### config.mk
export PLATFORM = sky130hd
export DESIGN_NAME = mul_seq_ctrl_flat
export DESIGN_NICKNAME = d
export VERILOG_FILES = /design/src/rtl/mul_seq_ctrl_pkg.sv /design/src/rtl/mul_seq_ctrl_if.sv /design/src/rtl/full_adder_8bit.sv /design/src/rtl/mul_seq_ctrl.sv /design/src/flat_wrapper.sv
export SDC_FILE = /design/constraint.sdc
export NUM_CORES = 1
export LEC_CHECK = 0
export ABC_AREA = 0
export ABC_CLOCK_PERIOD_IN_PS = 3290
export CORE_MARGIN = 2
export CORE_UTILIZATION = 30
export CTS_CLUSTER_SIZE = 30
export DETAILED_ROUTE_END_ITERATION = 6
export GPL_TIMING_DRIVEN = 1
export HOLD_SLACK_MARGIN = 0.08
export PLACE_DENSITY = 0.58
export SETUP_SLACK_MARGIN = 0.3
export SLEW_MARGIN = 20
export SYNTH_ARGS = -nofsm -noshare
export SYNTH_HDL_FRONTEND = slang
export SYNTH_SLANG_ARGS = --single-unit
### constraint.sdc
create_clock -name clk -period 3.29 [get_ports clk]
set_input_delay 0.329 -clock clk [delete_from_list [all_inputs] [get_ports clk]]
set_output_delay 0.329 -clock clk [all_outputs]
set_load 0.02 [all_outputs]
### src/rtl/mul_seq_ctrl_pkg.sv
// Shared types for the sequential shift-add multiplier: FSM state encoding and default operand width.
package mul_seq_ctrl_pkg;

    localparam int DEF_WIDTH = 8;

    typedef enum logic [1:0] {
        ST_IDLE = 2'd0,
        ST_RUN  = 2'd1,
        ST_DONE = 2'd2
    } state_t;

endpackage

### src/rtl/mul_seq_ctrl_if.sv
// Issue/result handshake bundle between the execute stage, the multiplier and writeback.
interface mul_seq_ctrl_if #(parameter int WIDTH = 8);

    logic                   start_valid;
    logic                   start_ready;
    logic [WIDTH-1:0]       a;
    logic [WIDTH-1:0]       b;
    logic                   busy;
    logic                   result_valid;
    logic                   result_ready;
    logic [2*WIDTH-1:0]     product;

    modport slave (
        input  start_valid, a, b, result_ready,
        output start_ready, busy, result_valid, product
    );

    modport master (
        output start_valid, a, b, result_ready,
        input  start_ready, busy, result_valid, product
    );

endinterface

### src/rtl/full_adder_8bit.sv
// 8-bit ripple-carry adder used as the single step adder of the multiplier.
// Purely combinational; no handshake.
module full_adder_8bit (
    input  logic [7:0] a,
    input  logic [7:0] b,
    input  logic       cin,
    output logic [7:0] sum,
    output logic       cout
);

    logic [8:0] w_c;

    assign w_c[0] = cin;

    for (genvar i = 0; i < 8; i++) begin : g_bit
        assign sum[i]   = a[i] ^ b[i] ^ w_c[i];
        assign w_c[i+1] = (a[i] & b[i]) | (w_c[i] & (a[i] ^ b[i]));
    end

    assign cout = w_c[8];

endmodule

### src/rtl/mul_seq_ctrl.sv
// Shift-add multiplier: one WIDTH-bit add per cycle, result WIDTH clocks after accept.
// One op in flight; result_ready low holds the product in DONE indefinitely.
module mul_seq_ctrl
    import mul_seq_ctrl_pkg::*;
#(
    parameter int WIDTH = DEF_WIDTH
) (
    input  logic            clk,
    input  logic            rst,
    mul_seq_ctrl_if.slave   bus
);

    localparam int CNT_W = $clog2(WIDTH + 1);

    state_t             r_state;
    state_t             w_state_nxt;

    logic [WIDTH-1:0]   r_mcand;
    logic [WIDTH-1:0]   r_mplier;
    logic [WIDTH-1:0]   r_acc_hi;
    logic [WIDTH-1:0]   r_acc_lo;
    logic [CNT_W-1:0]   r_cnt;

    logic [WIDTH-1:0]   w_addend;
    logic [WIDTH-1:0]   w_sum;
    logic               w_cout;
    logic               w_accept;
    logic               w_step;
    logic               w_last;

    assign w_accept = (r_state == ST_IDLE) && bus.start_valid;
    assign w_step   = (r_state == ST_RUN);
    assign w_last   = (r_cnt == CNT_W'(WIDTH - 1));
    assign w_addend = r_mplier[0] ? r_mcand : '0;

    generate
        if (WIDTH == 8) begin : g_fa8
            full_adder_8bit u_add (
                .a    (r_acc_hi),
                .b    (w_addend),
                .cin  (1'b0),
                .sum  (w_sum),
                .cout (w_cout)
            );
        end else begin : g_beh
            assign {w_cout, w_sum} = {1'b0, r_acc_hi} + {1'b0, w_addend};
        end
    endgenerate

    always_ff @(posedge clk or posedge rst) begin
        if (rst) begin
            r_state <= ST_IDLE;
        end else begin
            r_state <= w_state_nxt;
        end
    end

    always_comb begin
        w_state_nxt = r_state;
        case (r_state)
            ST_IDLE: if (bus.start_valid)  w_state_nxt = ST_RUN;
            ST_RUN:  if (w_last)           w_state_nxt = ST_DONE;
            ST_DONE: if (bus.result_ready) w_state_nxt = ST_IDLE;
            default:                       w_state_nxt = ST_IDLE;
        endcase
    end

    // The adder carry becomes the MSB shifted into acc_hi, so nothing is ever lost.
    always_ff @(posedge clk or posedge rst) begin
        if (rst) begin
            r_mcand  <= '0;
            r_mplier <= '0;
            r_acc_hi <= '0;
            r_acc_lo <= '0;
            r_cnt    <= '0;
        end else if (w_accept) begin
            r_mcand  <= bus.a;
            r_mplier <= bus.b;
            r_acc_hi <= '0;
            r_acc_lo <= '0;
            r_cnt    <= '0;
        end else if (w_step) begin
            r_acc_hi <= {w_cout, w_sum[WIDTH-1:1]};
            r_acc_lo <= {w_sum[0], r_acc_lo[WIDTH-1:1]};
            r_mplier <= r_mplier >> 1;
            r_cnt    <= r_cnt + CNT_W'(1);
        end
    end

    assign bus.start_ready  = (r_state == ST_IDLE);
    assign bus.busy         = (r_state == ST_RUN) || (r_state == ST_DONE);
    assign bus.result_valid = (r_state == ST_DONE);
    assign bus.product      = {r_acc_hi, r_acc_lo};

endmodule
### src/flat_wrapper.sv
// flat-port wrapper written by rule: the top's interface ports become plain ports
module mul_seq_ctrl_flat import mul_seq_ctrl_pkg::*;
#(
    parameter int WIDTH = DEF_WIDTH
)
  (clk, rst, bus_start_valid, bus_a, bus_b, bus_result_ready, bus_start_ready, bus_busy, bus_result_valid, bus_product);
  mul_seq_ctrl_if #(.WIDTH(WIDTH)) bus_i ();
  input  logic clk;
  input  logic rst;
  input wire logic [$bits(bus_i.start_valid)-1:0] bus_start_valid;
  input wire logic [$bits(bus_i.a)-1:0] bus_a;
  input wire logic [$bits(bus_i.b)-1:0] bus_b;
  input wire logic [$bits(bus_i.result_ready)-1:0] bus_result_ready;
  output wire logic [$bits(bus_i.start_ready)-1:0] bus_start_ready;
  output wire logic [$bits(bus_i.busy)-1:0] bus_busy;
  output wire logic [$bits(bus_i.result_valid)-1:0] bus_result_valid;
  output wire logic [$bits(bus_i.product)-1:0] bus_product;
  assign bus_i.start_valid = bus_start_valid;
  assign bus_i.a = bus_a;
  assign bus_i.b = bus_b;
  assign bus_i.result_ready = bus_result_ready;
  assign bus_start_ready = bus_i.start_ready;
  assign bus_busy = bus_i.busy;
  assign bus_result_valid = bus_i.result_valid;
  assign bus_product = bus_i.product;
  mul_seq_ctrl #(.WIDTH(WIDTH)) u_core (.clk(clk), .rst(rst), .bus(bus_i));
endmodule
# Word level (Yosys, flattened, before mapping)
# Index checks and enable logic that the tools add are counted.
# op_classes
add_sub_neg	1
n_eq_ne	6
muxes	13
bitwise_logic	37
reduce_logical	5
# op_table
operator	count
$mux W8	7
$and A1 B1 Y1	15
$xor A1 B1 Y1	15
$mux W4	2
$or A1 B1 Y1	7
$mux W2	3
$ne A2 B2 Y1 const B	3
$pmux W2 S3	1
$add A4 B1 Y4 const B	1
$eq A4 B3 Y1 const B	1
$reduce_and A3 Y1	1
$eq A2 B1 Y1 const B	1
$eq A2 B2 Y1 const B	1
$logic_not A2 Y1	1
$reduce_bool A2 Y1	1
$logic_and A1 B1 Y1	1
$logic_or A1 B1 Y1	1
# word_totals
ff_bits	38
output_inout_bits	19
elab_cells	68

# Longest topological paths before layout
# Gate-level depths: netlist of the first run.
# depth
depth_word	18
ltp_mapped	14

# Modules after synthesis
# From an unflattened synthesis of the first run, not the netlist that was laid out.
# hier_totals
hier_cells	179
hier_area_um2	1894.3
# modules_own_cells
mod	n_inst	cells_per_inst	area_each_um2
mul_seq_ctrl	1	161	1696.6
full_adder_8bit	1	18	197.7

# Least setup slack after synthesis of the first run
# OpenSTA, ideal clock, no wires.
# synth_path
kind	register to register
startpoint	register u_core.r_mplier[0]
endpoint	register u_core.r_acc_hi[6]
t_arrival_ps	3563
required_time_ps	3203
path_slack_ps	-360
stages_incl_launch_ff	15
period_less_slack_ps	3650
cell_sequence	dfrtp_1 clkbuf_1 and2_1 ha_1 inv_1 fa_1 fa_1 fa_1 fa_1 fa_1 inv_1 fa_1 inv_1 fa_1 a211oi_2
# synth_via
elab_chain_cells	17
word_cells_on_any_way	30
# synth_rtl
item	line	text
start, declared	mul_seq_ctrl.sv:19	logic [WIDTH-1:0] r_mplier;
start signal, assigned	mul_seq_ctrl.sv:78	r_mplier <= bus.b;
start signal, assigned	mul_seq_ctrl.sv:85	r_mplier <= r_mplier >> 1;
$mux W8 (*)	mul_seq_ctrl.sv:34	assign w_addend = r_mplier[0] ? r_mcand : '0;
$and A1 B1 Y1 / $xor A1 B1 Y1 (equally long branches)	full_adder_8bit.sv:17	assign w_c[i+1] = (a[i] & b[i]) | (w_c[i] & (a[i] ^ b[i]));
$and A1 B1 Y1	full_adder_8bit.sv:17	
$or A1 B1 Y1	full_adder_8bit.sv:17	
$and A1 B1 Y1	full_adder_8bit.sv:17	
$or A1 B1 Y1	full_adder_8bit.sv:17	
$and A1 B1 Y1	full_adder_8bit.sv:17	
$or A1 B1 Y1	full_adder_8bit.sv:17	
$and A1 B1 Y1	full_adder_8bit.sv:17	
$or A1 B1 Y1	full_adder_8bit.sv:17	
$and A1 B1 Y1	full_adder_8bit.sv:17	
$or A1 B1 Y1	full_adder_8bit.sv:17	
$and A1 B1 Y1	full_adder_8bit.sv:17	
$or A1 B1 Y1	full_adder_8bit.sv:17	
$xor A1 B1 Y1 (*)	full_adder_8bit.sv:16	assign sum[i] = a[i] ^ b[i] ^ w_c[i];
$mux W8 (*)	mul_seq_ctrl.sv:82	end else if (w_step) begin
$mux W8 (*)	mul_seq_ctrl.sv:76	end else if (w_accept) begin
end signal, assigned	mul_seq_ctrl.sv:83	r_acc_hi <= {w_cout, w_sum[WIDTH-1:1]};
end, declared	mul_seq_ctrl.sv:20	logic [WIDTH-1:0] r_acc_hi;
# Every way passes the cells marked *; elsewhere a longest branch is shown, timed or not. The select of a mux whose other input is x is not followed.
# A chain may end at the register's enable or synchronous reset.

# Worst setup path after layout of the first run
# layout_path
startpoint	register u_core.r_mcand[0]
endpoint	register u_core.r_acc_hi[6]
# layout_via
elab_chain_cells	17
# layout_rtl
item	line	text
start, declared	mul_seq_ctrl.sv:18	logic [WIDTH-1:0] r_mcand;
start signal, assigned	mul_seq_ctrl.sv:77	r_mcand <= bus.a;
$mux W8	mul_seq_ctrl.sv:34	
$and A1 B1 Y1 (2 in series)	full_adder_8bit.sv:17	
$or A1 B1 Y1	full_adder_8bit.sv:17	
$and A1 B1 Y1	full_adder_8bit.sv:17	
$or A1 B1 Y1	full_adder_8bit.sv:17	
$and A1 B1 Y1	full_adder_8bit.sv:17	
$or A1 B1 Y1	full_adder_8bit.sv:17	
$and A1 B1 Y1	full_adder_8bit.sv:17	
$or A1 B1 Y1	full_adder_8bit.sv:17	
$and A1 B1 Y1	full_adder_8bit.sv:17	
$or A1 B1 Y1	full_adder_8bit.sv:17	
$and A1 B1 Y1	full_adder_8bit.sv:17	
$or A1 B1 Y1	full_adder_8bit.sv:17	
$xor A1 B1 Y1	full_adder_8bit.sv:16	
$mux W8	mul_seq_ctrl.sv:82	
$mux W8	mul_seq_ctrl.sv:76	
# Every way passes these cells. The select of a mux whose other input is x is not followed.

==> metrics, run 1 <==
status=finished with violations; violated checks=negative setup slack; boundary pin count=39; fraction of layout cells with a size suffix above 1=12.7%; Distinct cells, synth=25; Routed WL=3540 um; Critical Path Source Type=flop; Die Wd=83.6 um; Post-Syn Nets=212; worst vdd ir=0.000375 V; depth of the CTS H-tree=2; RSZ-0062 raised after global routing=true; Overflow after GRT=0; period utilization=100%; slew at the pin closest to its max-slew limit=0.668 ns; initial antenna violation count=0; Vias=1299; crit-path max FO=2; Synth Area in Adders=10.7%; M3 GR Usage=3.36%; core region area=6240 um^2; crit end category=flop; overall power=2.18 mW; XOR/XNOR Fraction of Synth Area=1.38%; worst setup margin=-0.00886 ns; largest family of logic cells by synthesized area=simple AND/OR/NAND/NOR gates; final std cells w/o fill=297; critical path's most frequent cell=fa_2; global-route wire length before repair=6330 um; Ys Warns=0; ANT cells=0; PortBufs=38; Power Density=884 nW/um^2; P_leak=1.13 nW; Req. time, crit path=3.43 ns; CP Data Arrival Time=3.44 ns; gr busiest metal=met2; Die Area=6990 um^2; Core Rows=29; Sink Count=38; final setup fails=1; Residual DRC=0; post-synthesis sequential area ratio=50.0%; WL per Instance=11.9 um; GR Layer Usage met1=15.4%; Gate Count Post-Synth=180; synthesis-to-layout area growth=29.5%; reg2reg end=u_core.r_acc_hi[6]$_DFFE_PP0P_; CTS resizes=0; Setup WS pre-CTS=-0.0495 ns; Die H=83.6 um; Hold WC Path Type=in -> async; worst relative slew slack=55.5%; setup bufs post-CTS=0; R2R setup slack=-0.009 ns; ANT nets after route=0; highest cell delay on the worst timing path=0.52 ns; Mapped Area=1900 um^2; TritonCTS buffer count=5; reg2reg start=u_core.r_mcand[0]$_DFFE_PP0P_; Pins Over Slew Limit=0; nets=253; minimum clock period=3.30 ns; max capacitance violation total=0; met2 Use GR=17.2%; Yosys reg bits=38; GRT Util Overall=11.3%; pin count of the biggest net entering global routing=44; critical path, cell by cell=and2_4 > ha_4 > inv_2 > fa_2 > fa_2 > fa_2 > fa_2 > fa_2 > inv_2 > fa_1 > inv_1 > fa_2 > a211oi_2; placed instance count=291; Max Clock Skew=0.00553 ns; CTS Root Cell=clkbuf_8; Final Hold Violating Endpoints=0; vias in the first global route=1364; CTS tree=done; Compound-Gate Fraction of Synth Area=5.53%; Starting Density=30.5%; vias per inst=4.37; Simple-Gate Fraction of Synth Area=15.3%; CTS clk-pin slew, worst paths=0.07 ns; GP Congestion=0.701; mux cell area share after synthesis=10.7%; final core occ=39.5%; Hold Slack=0.455 ns; clock buffer depth=2; DP HPWL=2490 um; worst skew pair latency=0.28 ns; WS Path Type=reg -> reg; Avg Inst Size Synth=10.6 um^2; Detailed Routing Iterations Pass 1=4; reg2reg path depth=13; slowest cell on the critical path=fa_2; Max Clock Freq=303 MHz; initial DRC count=31
## cells by family (layout without fill, tap and decap cells)
logic type / Yosys count / after routing
DFF: 38 / 38
muxes: 20 / 20
xor gates and xnor gates: 3 / 3
AOI/OAI and AO/OA: 14 / 14
adders and majority gates: 12 / 12
and+or+nand+nor: 70 / 70
buffers and inverters: 23 / 63
## worst max-delay path by stage
| stage | from | to | slack [ns] | cells after the start |
|---|---|---|---|---|
| after floorplan | u_core.r_mplier[0]$_DFFE_PP0P_ | u_core.r_acc_hi[6]$_DFFE_PP0P_ | -0.08 | 14 |
| after global placement | u_core.r_mplier[0]$_DFFE_PP0P_ | u_core.r_acc_hi[6]$_DFFE_PP0P_ | -0.01 | 13 |
| after detailed placement | u_core.r_mcand[0]$_DFFE_PP0P_ | u_core.r_acc_hi[6]$_DFFE_PP0P_ | -0.05 | 13 |
| after CTS | u_core.r_mcand[0]$_DFFE_PP0P_ | u_core.r_acc_hi[6]$_DFFE_PP0P_ | -0.03 | 13 |
| after global routing | u_core.r_mcand[0]$_DFFE_PP0P_ | u_core.r_acc_hi[6]$_DFFE_PP0P_ | -0.12 | 13 |
| final | u_core.r_mcand[0]$_DFFE_PP0P_ | u_core.r_acc_hi[6]$_DFFE_PP0P_ | -0.009 | 13 |
## critical path: cells and delay by family, from the launching register on
kind / cells / cell delay, ns
flops: 1 / 0.35
buf+inv: 3 / 0.14
fa+ha+maj: 8 / 2.47
compound gates: 1 / 0.05
simple gates: 1 / 0.15
## cells in the final DEF (no fill, tap or decap), drive strengths merged, types with 2 or more instances in the layout
master / netlist / final
xor2: 2 / 2
a211oi: 6 / 6
fa: 7 / 7
mux2: 2 / 2
nand3b: 2 / 2
clkdlybuf4s50: 0 / 38
nand2: 41 / 41
ha: 5 / 5
dfrtp: 38 / 38
and2b: 2 / 2
mux2i: 18 / 18
and2: 3 / 3
buf: 9 / 6
inv: 13 / 13
nor2: 20 / 20
clkbuf: 1 / 6
o21ai: 7 / 7
## final cells by class
type	count	area [um^2]
Clock buffer	6	82.6
Fill cell	645	3780
Inverter	13	48.8
Multi-Input combinational cell	119	860
Sequential cell	38	951
Tap cell	77	96.3
Timing Repair Buffer	44	425
## cells in the mapped netlist (all sizes together)
| cell | count | area share [%] |
|---|---|---|
| o32a | 1 | 0.53 |
| and2b | 2 | 0.86 |
| nand3b | 2 | 0.79 |
| a211oi | 6 | 3.2 |
| inv | 13 | 2.6 |
| and2 | 3 | 0.99 |
| mux2 | 2 | 1.2 |
| mux2i | 18 | 9.5 |
| nand2 | 41 | 8.1 |
| nor3 | 1 | 0.26 |
| buf | 9 | 3.7 |
| fa | 7 | 7.4 |
| nand4 | 1 | 0.33 |
| xnor2 | 1 | 0.46 |
| o21ai | 7 | 1.8 |
| ha | 5 | 3.3 |
| dfrtp | 38 | 50 |
| xor2 | 2 | 0.92 |
| clkbuf | 1 | 0.20 |
| nor2 | 20 | 3.9 |
## metrics by stage
stage,area [um^2],TNS (ns)
3_3_place_gp,2380,-0.0146
2_1_floorplan,1940,-0.0809
4_1_cts,2460,-0.0287
5_1_grt,2460,-0.164
6_report,2460,-0.00886
3_5_place_dp,2380,-0.0495
## power by group
part	internal [mW]	switching (mW)	total, mW
Combinational	0.513	0.573	1.09
Sequential	0.659	0.122	0.781
Clock	0.162	0.149	0.311
## sequential cells by signal, summed over array words and instances (netlist names)
register	count
u_core.r_cnt	4
u_core.r_mcand	8
u_core.r_state	2
u_core.r_mplier	8
u_core.r_acc_lo	8
u_core.r_acc_hi	8
## routing by layer
| layer | vias up | part of all wire, % |
|---|---|---|
| met3 | 4 | 4.0 |
| met5 | - | 0 |
| li1 | 653 | - |
| met1 | 617 | 50 |
| met2 | 25 | 45 |
| met4 | 0 | 0.82 |
## repair_timing
| action | 4_1_cts | 5_1_grt |
|---|---|---|
| setup endpoints to repair | 3 | 3 |
| pin swaps | 2 | 0 |
| hold buffers | 0 | 0 |
Power figures use the tool's default switching activity.
==> run 2, diff against run 1 <==
--- a/config.mk
+++ b/config.mk
@@ -12,9 +12,9 @@
 export CTS_CLUSTER_SIZE = 30
 export DETAILED_ROUTE_END_ITERATION = 6
 export GPL_TIMING_DRIVEN = 1
-export HOLD_SLACK_MARGIN = 0.08
+export HOLD_SLACK_MARGIN = 0.1
 export PLACE_DENSITY = 0.58
-export SETUP_SLACK_MARGIN = 0.3
+export SETUP_SLACK_MARGIN = 0.02
 export SLEW_MARGIN = 20
 export SYNTH_ARGS = -nofsm -noshare
 export SYNTH_HDL_FRONTEND = slang
==> run 2 against run 1 <==
Effect of this change:
- cell area increased by 1.2%
- worst setup slack got worse by 0.068 ns
- sequential share of layout area decreased by 0.46 points
- worst hold slack got worse by 0.013 ns
- the run still ends with negative setup slack left
- utilization increased by 0.48 points
- die area unchanged
- non-clock buffer count unchanged
- critical endpoint unchanged
- maximum frequency decreased by 2.0%
- combinational power about the same
- clock power increased by 22%
- register-to-register slack got worse by 0.07 ns
==> metrics, run 2 (synthesis gave the netlist of run 1 again) <==
CTS clk-pin slew, worst paths=0.08 ns (about the same); PortBufs=38 (unchanged); crit-path max FO=2 (unchanged); hold_buf cts=0 (unchanged); internal power=1.38 mW (+3.4%); crit end category=flop; worst vdd ir=0.000341 V (-9.1%); fraction of layout cells with a size suffix above 1=14.0% (+1.2 points); vias per inst=4.52 (+3.4%); Max Clock Freq=297 MHz (-2.0%); reg2reg start=u_core.r_mplier[0]$_DFFE_PP0P_; Critical Path Sink=u_core.r_acc_hi[6]$_DFFE_PP0P_; reg2reg end=u_core.r_acc_hi[6]$_DFFE_PP0P_; final core occ=40.0% (+0.48 points); sw frac=38.6% (-0.17 points); Final Hold Violating Endpoints=0 (unchanged); pin count of the biggest net entering global routing=39 (-11%); final setup fails=1 (unchanged); TritonCTS buffer count=5 (unchanged); GRT Util Overall=11.6% (+0.33 points); max capacitance violation total=0 (unchanged); Req. time, crit path=3.43 ns (about the same); clock buffer depth=2 (unchanged); CP Data Arrival Time=3.51 ns (+0.07 ns); Die Area=6990 um^2 (unchanged); Sink Count=38 (unchanged); Critical Path Source Type=flop; Logic pwr share=48.1% (-1.8 points); switching power=0.866 mW (+2.6%); worst relative slew slack=55.2% (-0.31 points); Power Density=900 nW/um^2 (+1.8%); Max Clock Skew=0.00846 ns (+0.00293 ns); vias in the first global route=1411 (+3.4%); RSZ-0062 raised after global routing=true; critical path, cell by cell=and2_4 > ha_4 > inv_2 > fa_2 > fa_2 > fa_2 > fa_2 > fa_2 > inv_2 > fa_2 > inv_1 > fa_2 > a211oi_2; register area=951 um^2 (unchanged); Clock power frac=16.9% (+2.6 points); DP HPWL=2550 um (+2.3%); nets=253 (unchanged); Detailed Routing Iterations Pass 1=4 (unchanged); highest cell delay on the worst timing path=0.52 ns (about the same); most common cell after layout, fill and taps aside=nand2_1; Starting Density=30.5% (unchanged); P_leak=1.14 nW (+1.1%); ANT nets after route=0 (unchanged); Die Wd=83.6 um (unchanged); status=finished with violations; minimum clock period=3.37 ns (+0.0683 ns); ANT cells=0 (unchanged); worst skew pair latency=0.29 ns (about the same); sequential share of power=35.0% (-0.9 points); Hold WC Path Type=in -> async; boundary pin count=39 (unchanged); Residual DRC=0 (unchanged); crit path buf inv count=3 (unchanged); critical path's most frequent cell=fa_2; depth of the CTS H-tree=2 (unchanged); synthesis-to-layout area growth=31.1%; most frequent cells in the layout=nand2_1, clkdlybuf4s50_1, dfrtp_1; CP Depth=13 (unchanged); GP Congestion=0.733 (+4.6%); Pins Over Slew Limit=0 (unchanged); Fillers=637 (-1.2%); initial DRC count=55 (+77%); CP delay by family, top=adder cells; worst setup margin=-0.0772 ns (-0.0683 ns); WS Path Type=reg -> reg; core region area=6240 um^2 (unchanged); global-route wire length before repair=6530 um (+3.2%); Overflow after GRT=0 (unchanged); area of the multi-input gates=862 um^2 (+0.29%); Critical path origin=u_core.r_mplier[0]$_DFFE_PP0P_; Die H=83.6 um (unchanged); Vias=1352 (+4.1%); slew at the pin closest to its max-slew limit=0.672 ns (+0.00466 ns); Setup WS pre-CTS=-0.0868 ns (-0.0372 ns); initial antenna violation count=0 (unchanged); R2R setup slack=-0.08 ns (-0.07 ns); slowest cell on the critical path=fa_2; CTS Root Cell=clkbuf_8; CTS tree=done; reg2reg path depth=13 (unchanged); Routed WL=3660 um (+3.6%); violated checks=negative setup slack; WL per Instance=12.3 um (+2.9%); Core Rows=29 (unchanged); period utilization=102% (+2.1 points)
[run 2: changes by cell type in the layout (fill, tap and decap cells not counted), sizes merged]
cell / change
clkbuf: +2
[run 2: final cells by class]
class	count	share of cell area [%]
flip-flops and latches	38	38.1
multi-input cells	119	34.6
repair buffers	44	17.1
clock buffers	8	4.42
well taps	77	3.86
inverters	13	1.96
[run 2: worst min-delay path: stages]
cell and delay [ns]:
clkdlybuf4s50_1 0.39, inv_1 0.05, buf_4 0.41
[run 2: layer usage]
layer	up-vias	GRT usage (%)	part of all wire, %
li1	652	-	-
met1	655	15.8	49
met2	37	17.4	43
met3	8	3.17	5.9
met4	0	4.84	1.8
met5	-	0	0
[run 2: how the worst min path moves through the flow]
stage / start / to / slack, ns / cells after the start
3_5_place_dp: u_core.r_mcand[0]$_DFFE_PP0P_ / u_core.r_mcand[0]$_DFFE_PP0P_ / 0.46 / 2
3_3_place_gp: u_core.r_mcand[0]$_DFFE_PP0P_ / u_core.r_mcand[0]$_DFFE_PP0P_ / 0.45 / 2
2_1_floorplan: bus_a[0] / u_core.r_mcand[0]$_DFFE_PP0P_ / 0.43 / 2
4_1_cts: rst / u_core.r_acc_lo[2]$_DFFE_PP0P_ / 0.47 / 3
6_report: rst / u_core.r_acc_lo[0]$_DFFE_PP0P_ / 0.44 / 3
5_1_grt: rst / u_core.r_acc_lo[6]$_DFFE_PP0P_ / 0.51 / 3
[run 2: repair_timing]
| item | in CTS | in global routing |
|---|---|---|
| endpoints found under the setup margin | 2 | 3 |
| pin swaps | 1 | 1 |
| resized for setup | 0 | 5 |
| setup buffers | 0 | 0 |
[run 2: per-stage QoR]
| step | total power, mW | instances | TNS [ns] | area [um^2] | hold slack (ns) |
|---|---|---|---|---|---|
| after floorplan | 1.56 | 180 | -0.0876 | 1930 | 0.434 |
| after global placement | 1.86 | 291 | -0.0350 | 2370 | 0.451 |
| after detailed placement | 1.88 | 291 | -0.0868 | 2370 | 0.463 |
| after CTS | 2.27 | 299 | -0.0770 | 2480 | 0.468 |
| after global routing | 2.44 | 299 | -0.266 | 2490 | 0.509 |
| final | 2.25 | 299 | -0.0772 | 2490 | 0.442 |
[run 2: power by group through the flow]
stage               registers, mW  clock network (mW)  logic (mW)
global route                0.818               0.408        1.21
CTS                         0.786               0.393        1.09
detailed placement          0.795                   0        1.08
floorplan                   0.849                   0       0.714
finish                      0.786               0.378        1.08
global placement            0.793                   0        1.07
